### config.mk
export PLATFORM = sky130hd
export DESIGN_NAME = spi_multi_word_tx
export DESIGN_NICKNAME = d
export VERILOG_FILES = /design/src/rtl/spi_multi_word_tx.sv
export SDC_FILE = /design/constraint.sdc
export NUM_CORES = 1
export LEC_CHECK = 0
export ABC_CLOCK_PERIOD_IN_PS = 7650
export BUFFER_PORTS_ARGS = -buffer_cell sky130_fd_sc_hd__buf_2
export CORE_ASPECT_RATIO = 1.5
export CORE_MARGIN = 4
export CORE_UTILIZATION = 25
export DETAILED_ROUTE_END_ITERATION = 8
export PLACE_DENSITY = 0.5
export SLEW_MARGIN = 20
export SYNTH_ARGS = -nofsm -noshare
export SYNTH_HDL_FRONTEND = slang
export SYNTH_SLANG_ARGS = --single-unit
export TNS_END_PERCENT = 20
### constraint.sdc
create_clock -name clk -period 7.65 [get_ports clk]
set_input_delay 1.53 -clock clk [delete_from_list [all_inputs] [get_ports clk]]
set_output_delay 1.53 -clock clk [all_outputs]
set_load 0.05 [all_outputs]
### src/rtl/spi_multi_word_tx.sv
// spi_multi_word_tx: SPI slave transmitter that streams a snapshot of N_WORDS
// words (word 0 first, MSB first) to an MCU over an SPI link that is
// asynchronous to clk.
// Optional feature: define SPI_TX_CHECKSUM_EN to append one extra word holding
// the modulo-2^WORD_W sum of the snapshot.
//
// Handshake: there is no valid/ready pair. A rising edge on done_sig requests
// a snapshot. ready is high while a captured snapshot has not yet been fully
// sent. frame_done pulses for one clk when a frame completes. A request made
// while cs is low is held (one deep) and taken when cs rises.
module spi_multi_word_tx #(
   parameter int N_WORDS  = 20,
   parameter int WORD_W   = 16,
   parameter int SPI_MODE = 0
) (
   input  logic                      clk,
   input  logic                      rst_n,
   input  logic                      done_sig,
   input  logic [N_WORDS*WORD_W-1:0] data,
   input  logic                      spi_sck,
   input  logic                      spi_cs_n,
   output logic                      spi_miso,
   output logic                      ready,
   output logic                      frame_done,
   output logic [1:0]                dbg_state
);

   localparam bit CPOL = (SPI_MODE & 2) != 0;
   localparam bit CPHA = (SPI_MODE & 1) != 0;
`ifdef SPI_TX_CHECKSUM_EN
   localparam int N_TOTAL = N_WORDS + 1;
`else
   localparam int N_TOTAL = N_WORDS;
`endif
   localparam int WC_W = $clog2(N_TOTAL + 1);
   localparam int BC_W = $clog2(WORD_W);

   typedef enum logic [1:0] {IDLE = 2'd0, LOAD = 2'd1, SHIFT = 2'd2, END = 2'd3} state_t;

   state_t                    state_q, state_d;
   logic                      sck_meta, sck_s, sck_d;
   logic                      cs_meta, cs_s, cs_d;
   logic                      done_d;
   logic                      sck_rise, sck_fall, lead_edge, trail_edge;
   logic                      sample_edge, launch_edge;
   logic                      cs_rise, cs_fall, done_rise, snap;
   logic                      word_end, last_word, frame_end;
   logic [N_WORDS*WORD_W-1:0] snap_buf_q;
   logic [WORD_W-1:0]         shreg_q, first_word, next_word;
   logic [BC_W-1:0]           bit_cnt_q;
   logic [WC_W-1:0]           word_cnt_q;
   logic                      pend_q;

   // Two-flop synchronisers plus one delay stage for edge detection.
   always_ff @(posedge clk or negedge rst_n) begin
      if (!rst_n) begin
         sck_meta <= CPOL;
         sck_s    <= CPOL;
         sck_d    <= CPOL;
         cs_meta  <= 1'b1;
         cs_s     <= 1'b1;
         cs_d     <= 1'b1;
         done_d   <= 1'b0;
      end else begin
         sck_meta <= spi_sck;
         sck_s    <= sck_meta;
         sck_d    <= sck_s;
         cs_meta  <= spi_cs_n;
         cs_s     <= cs_meta;
         cs_d     <= cs_s;
         done_d   <= done_sig;
      end
   end

   assign sck_rise    = sck_s & ~sck_d;
   assign sck_fall    = ~sck_s & sck_d;
   assign lead_edge   = CPOL ? sck_fall : sck_rise;
   assign trail_edge  = CPOL ? sck_rise : sck_fall;
   assign sample_edge = CPHA ? trail_edge : lead_edge;
   assign launch_edge = CPHA ? lead_edge : trail_edge;
   assign cs_rise     = cs_s & ~cs_d;
   assign cs_fall     = ~cs_s & cs_d;
   assign done_rise   = done_sig & ~done_d;
   assign snap        = (done_rise && cs_s) || (cs_rise && pend_q);
   assign word_end    = sample_edge && (bit_cnt_q == BC_W'(WORD_W - 1));
   assign last_word   = word_cnt_q == WC_W'(N_TOTAL - 1);
   assign first_word  = snap_buf_q[WORD_W-1:0];
   assign dbg_state   = state_q;

`ifdef SPI_TX_CHECKSUM_EN
   logic [WORD_W-1:0] chk_q, data_sum;

   // Sum of the incoming words, taken into chk_q together with the snapshot.
   always_comb begin
      data_sum = '0;
      for (int k = 0; k < N_WORDS; k++) data_sum = data_sum + data[k*WORD_W +: WORD_W];
   end

   // Checksum register follows the snapshot buffer.
   always_ff @(posedge clk or negedge rst_n) begin
      if (!rst_n)    chk_q <= '0;
      else if (snap) chk_q <= data_sum;
   end
`endif

   // Word that follows the one currently held in the shift register.
   always_comb begin
      next_word = '0;
      for (int k = 1; k < N_WORDS; k++)
         if (word_cnt_q == WC_W'(k - 1)) next_word = snap_buf_q[k*WORD_W +: WORD_W];
`ifdef SPI_TX_CHECKSUM_EN
      if (word_cnt_q == WC_W'(N_WORDS - 1)) next_word = chk_q;
`endif
   end

   // State register.
   always_ff @(posedge clk or negedge rst_n) begin
      if (!rst_n) state_q <= IDLE;
      else        state_q <= state_d;
   end

   // Next-state logic; a cs rise from any active state is an abort or frame close.
   always_comb begin
      state_d   = state_q;
      frame_end = 1'b0;
      case (state_q)
         IDLE:    if (cs_fall) state_d = LOAD;
         LOAD:    state_d = cs_rise ? IDLE : SHIFT;
         SHIFT: begin
            if (cs_rise) state_d = IDLE;
            else if (word_end && last_word) begin
               state_d   = END;
               frame_end = 1'b1;
            end
         end
         END:     if (cs_rise) state_d = IDLE;
         default: state_d = IDLE;
      endcase
   end

   // Snapshot buffer, pending request, ready and frame_done.
   always_ff @(posedge clk or negedge rst_n) begin
      if (!rst_n) begin
         snap_buf_q <= '0;
         pend_q     <= 1'b0;
         ready      <= 1'b0;
         frame_done <= 1'b0;
      end else begin
         frame_done <= frame_end;
         if (snap) begin
            snap_buf_q <= data;
            ready      <= 1'b1;
         end else if (frame_end) begin
            ready <= 1'b0;
         end
         if (cs_rise)              pend_q <= 1'b0;
         if (done_rise && !cs_s)   pend_q <= 1'b1;
      end
   end

   // Shift register, bit/word counters and the serial output.
   always_ff @(posedge clk or negedge rst_n) begin
      if (!rst_n) begin
         shreg_q    <= '0;
         bit_cnt_q  <= '0;
         word_cnt_q <= '0;
         spi_miso   <= 1'b0;
      end else begin
         case (state_q)
            LOAD: begin
               bit_cnt_q  <= '0;
               word_cnt_q <= '0;
               if (cs_rise || CPHA) begin
                  shreg_q  <= first_word;
                  spi_miso <= 1'b0;
               end else begin
                  // CPHA=0: the first bit must already be out before the first sample edge.
                  shreg_q  <= first_word << 1;
                  spi_miso <= first_word[WORD_W-1];
               end
            end
            SHIFT: begin
               if (cs_rise || frame_end) begin
                  spi_miso <= 1'b0;
               end else if (sample_edge) begin
                  if (word_end) begin
                     bit_cnt_q  <= '0;
                     word_cnt_q <= word_cnt_q + WC_W'(1);
                     shreg_q    <= next_word;
                  end else begin
                     bit_cnt_q <= bit_cnt_q + BC_W'(1);
                  end
               end else if (launch_edge) begin
                  spi_miso <= shreg_q[WORD_W-1];
                  shreg_q  <= {shreg_q[WORD_W-2:0], 1'b0};
               end
            end
            default: spi_miso <= 1'b0;
         endcase
      end
   end

endmodule

==> out/metrics.csv <==
metric,value,unit
drt pass-1 iters,6,
hold_buf cts,0,
"Cell Area, Synth",0.01738,mm²
Worst-path clk slew,0.07,ns
Yosys top cell area share,0.5112,
"Seq/Total Area, Yosys",0.5157,
via/cell ratio,5.155,
syn nets,1846,
IO Pins,330,
CTS Buffer Depth,3,
wire per inst,26.95,µm
layout cells sized above 1,0.4174,
first-pass GRT wire length,104.0,mm
clk sinks,358,
Slew Limit Fails,0,
Inst Count DP,2654,
outcome,completed,
Peak VDD IR,0.0001429,V
DRC Markers,0,
DP HPWL,57.41,mm
CP startpoint kind,register,
Detailed Route WL,73.53,mm
setup TNS,0,ns
Gate Count Post-Synth,1508,
vias in the first global route,14868,
post-CTS sizing,0,
Final setup viols,0,
die width,223.3,µm
"Data arrival, critical path",4.11,ns
Design Power,5.823,mW
# rows,118,
Starting Density,0.2520,
"Min Clock Period, post-route",3.688,ns
setup repair bufs after CTS,0,
gr ovfl total,0,
PortBufs,329,
Total Routing Usage GR,0.1923,
Crit. End Element,register,
syn_area_per_cell,11.52,µm²
n_diodes,0,
max-cap check violation count,0,
"area leader, netlist",dfrtp_1,
Worst slew margin,0.2681,
part of the cycle the worst path needs,0.4821,
Max Clock Skew,0.03422,ns
clock latency on the worst-skew pair,0.58,ns
fmax,0.2712,GHz
Yosys cell types,80,
DR vias,14062,
CTS Buf Count,41,
Finished Cell Area,0.02124,mm²
Slew @ Worst Pin,1.098,ns
ys async rst share,1.000,
leakage,9.217,nW
RePlAce Congestion,0.9737,
placed instance area,0.01990,mm²
Pwr Density,274.1,mW/mm²
largest net degree at the start of global routing,167,
nets@finish,2135,
"EDFF count, synth",0,
critical path class,register to register,
CTS H-tree depth,2,
1st-iter DRT viols,1223,
CP max FO,37,
core area,0.06895,mm²
Fin. Hold Viols,0,
Synth-to-Final Area Change,22.24,%
Final Util,0.3081,
CP required,8.07,ns
ys flop type,dfrtp_1,
CTS tree,built,
DIE AREA,0.07388,mm²
Synth Warn #,0,
largest cells by area after synthesis,"dfrtp_1, mux2_2, a21oi_1",
RSZ-0062 raised after global routing,no,
initial antenna violation count,3,
post-route ant nets,0,
#FFs+latches synth,358,
die height,330.9,µm
final std cells w/o fill,2728,
worst min path class,register to register,
CTS root buffer,clkbuf_16,
[cell usage after synthesis, types with 11 or more instances]
library cell and instances:
mux2_2 320, a21oi_1 92, o22ai_1 29, o221ai_1 11
dfrtp_1 355, a21o_1 13, a31oi_1 11, a221oi_1 21
inv_1 22, nand3_1 25, nor3_1 28, ha_1 13
nor2b_1 23, buf_2 19, nand2_1 104, o21ai_0 72
clkbuf_1 70, nor2_1 78
[cells in the final DEF (no fill, tap or decap), drive strengths merged, types with 5 or more instances in the layout]
cell / n
a211o: 5
a211oi: 7
a21o: 13
a21oi: 92
a221o: 6
a221oi: 22
a22oi: 10
a311oi: 6
a31oi: 11
a32oi: 5
and2: 6
and3: 7
buf: 350
clkbuf: 54
clkinv: 13
dfrtp: 355
ha: 13
inv: 23
mux2: 320
mux2i: 10
nand2: 104
nand3: 25
nand4: 8
nor2: 80
nor2b: 23
nor3: 29
nor3b: 8
nor4: 10
o2111ai: 6
o21ai: 80
o221ai: 11
o22ai: 29
o2bb2ai: 5
o31ai: 6
[cells by family after synthesis]
group	synth area share
flip-flops	0.5157
AND/OR/NAND/NOR	0.09756
XOR/XNOR	0.0005041
AO/OA/AOI/OAI	0.1314
buffers and inverters	0.03233
multiplexers	0.2131
adder cells (fa/ha/maj)	0.009360
[flip-flops by register name (all words and copies together), names as in the netlist]
register	cells
cs_s	1
frame_done	1
cs_d	1
dbg_state	2
sck_d	1
word_cnt_q	5
sck_s	1
pend_q	1
done_d	1
cs_meta	1
spi_miso	1
ready	1
sck_meta	1
bit_cnt_q	4
snap_buf_q	320
shreg_q	16
[metrics by stage]
step                      setup WS (ns)  hold slack, ns
final                             3.962          0.3623
after global placement            4.012          0.3550
after floorplan                   4.597          0.3312
after global routing              3.569          0.3654
after CTS                         4.001          0.3631
after detailed placement          4.006          0.3515
[final cells by class]
cell class	instances	area, µm²
clock inverter	20	224.0
fill	7127	47710
multi-input combinational	1024	7880
tap	900	1126
clock buffer	54	1116
inverter	22	82.58
sequential	358	8962
timing repair buffer	350	1852
[critical path, cell delays in order, from the launching register on]
cell	delay [ns]
dfrtp_1	0.45
inv_1	0.11
ha_1	0.20
buf_4	0.25
inv_1	0.43
or4_1	0.62
nand2_1	0.21
a2111oi_0	0.61
o311ai_1	0.26
a211oi_1	0.28
a21oi_1	0.12
[routing by layer]
| layer | GRT usage | vias up | share of wire |
|---|---|---|---|
| met3 | 0.03316 | 176 | 0.061 |
| met1 | 0.2173 | 7035 | 0.36 |
| li1 | - | 6162 | - |
| met4 | 0.09787 | 0 | 0.060 |
| met5 | 0 | - | 0 |
| met2 | 0.3479 | 689 | 0.51 |
[power breakdown]
part	switching [mW]	internal, mW
Clock	0.832	1.17
Sequential	0.405	2.32
Combinational	0.558	0.540
[worst paths after layout]
kind,startpoint,end,slack [ns],cells after the start
max in group asynchronous,rst_n,snap_buf_q[37]$_DFFE_PN0P_,5.18,2
worst max-delay path,word_cnt_q[0]$_DFFE_PN0P_,shreg_q[4]$_DFFE_PN0P_,3.96,10
min in group asynchronous,rst_n,snap_buf_q[245]$_DFFE_PN0P_,0.95,1
worst min register to register,cs_meta$_DFF_PN1_,cs_s$_DFF_PN1_,0.36,0
worst max register to register,word_cnt_q[0]$_DFFE_PN0P_,shreg_q[4]$_DFFE_PN0P_,3.96,10
worst min-delay path,cs_meta$_DFF_PN1_,cs_s$_DFF_PN1_,0.36,0
No activity file was read; power rests on OpenSTA's default activity.
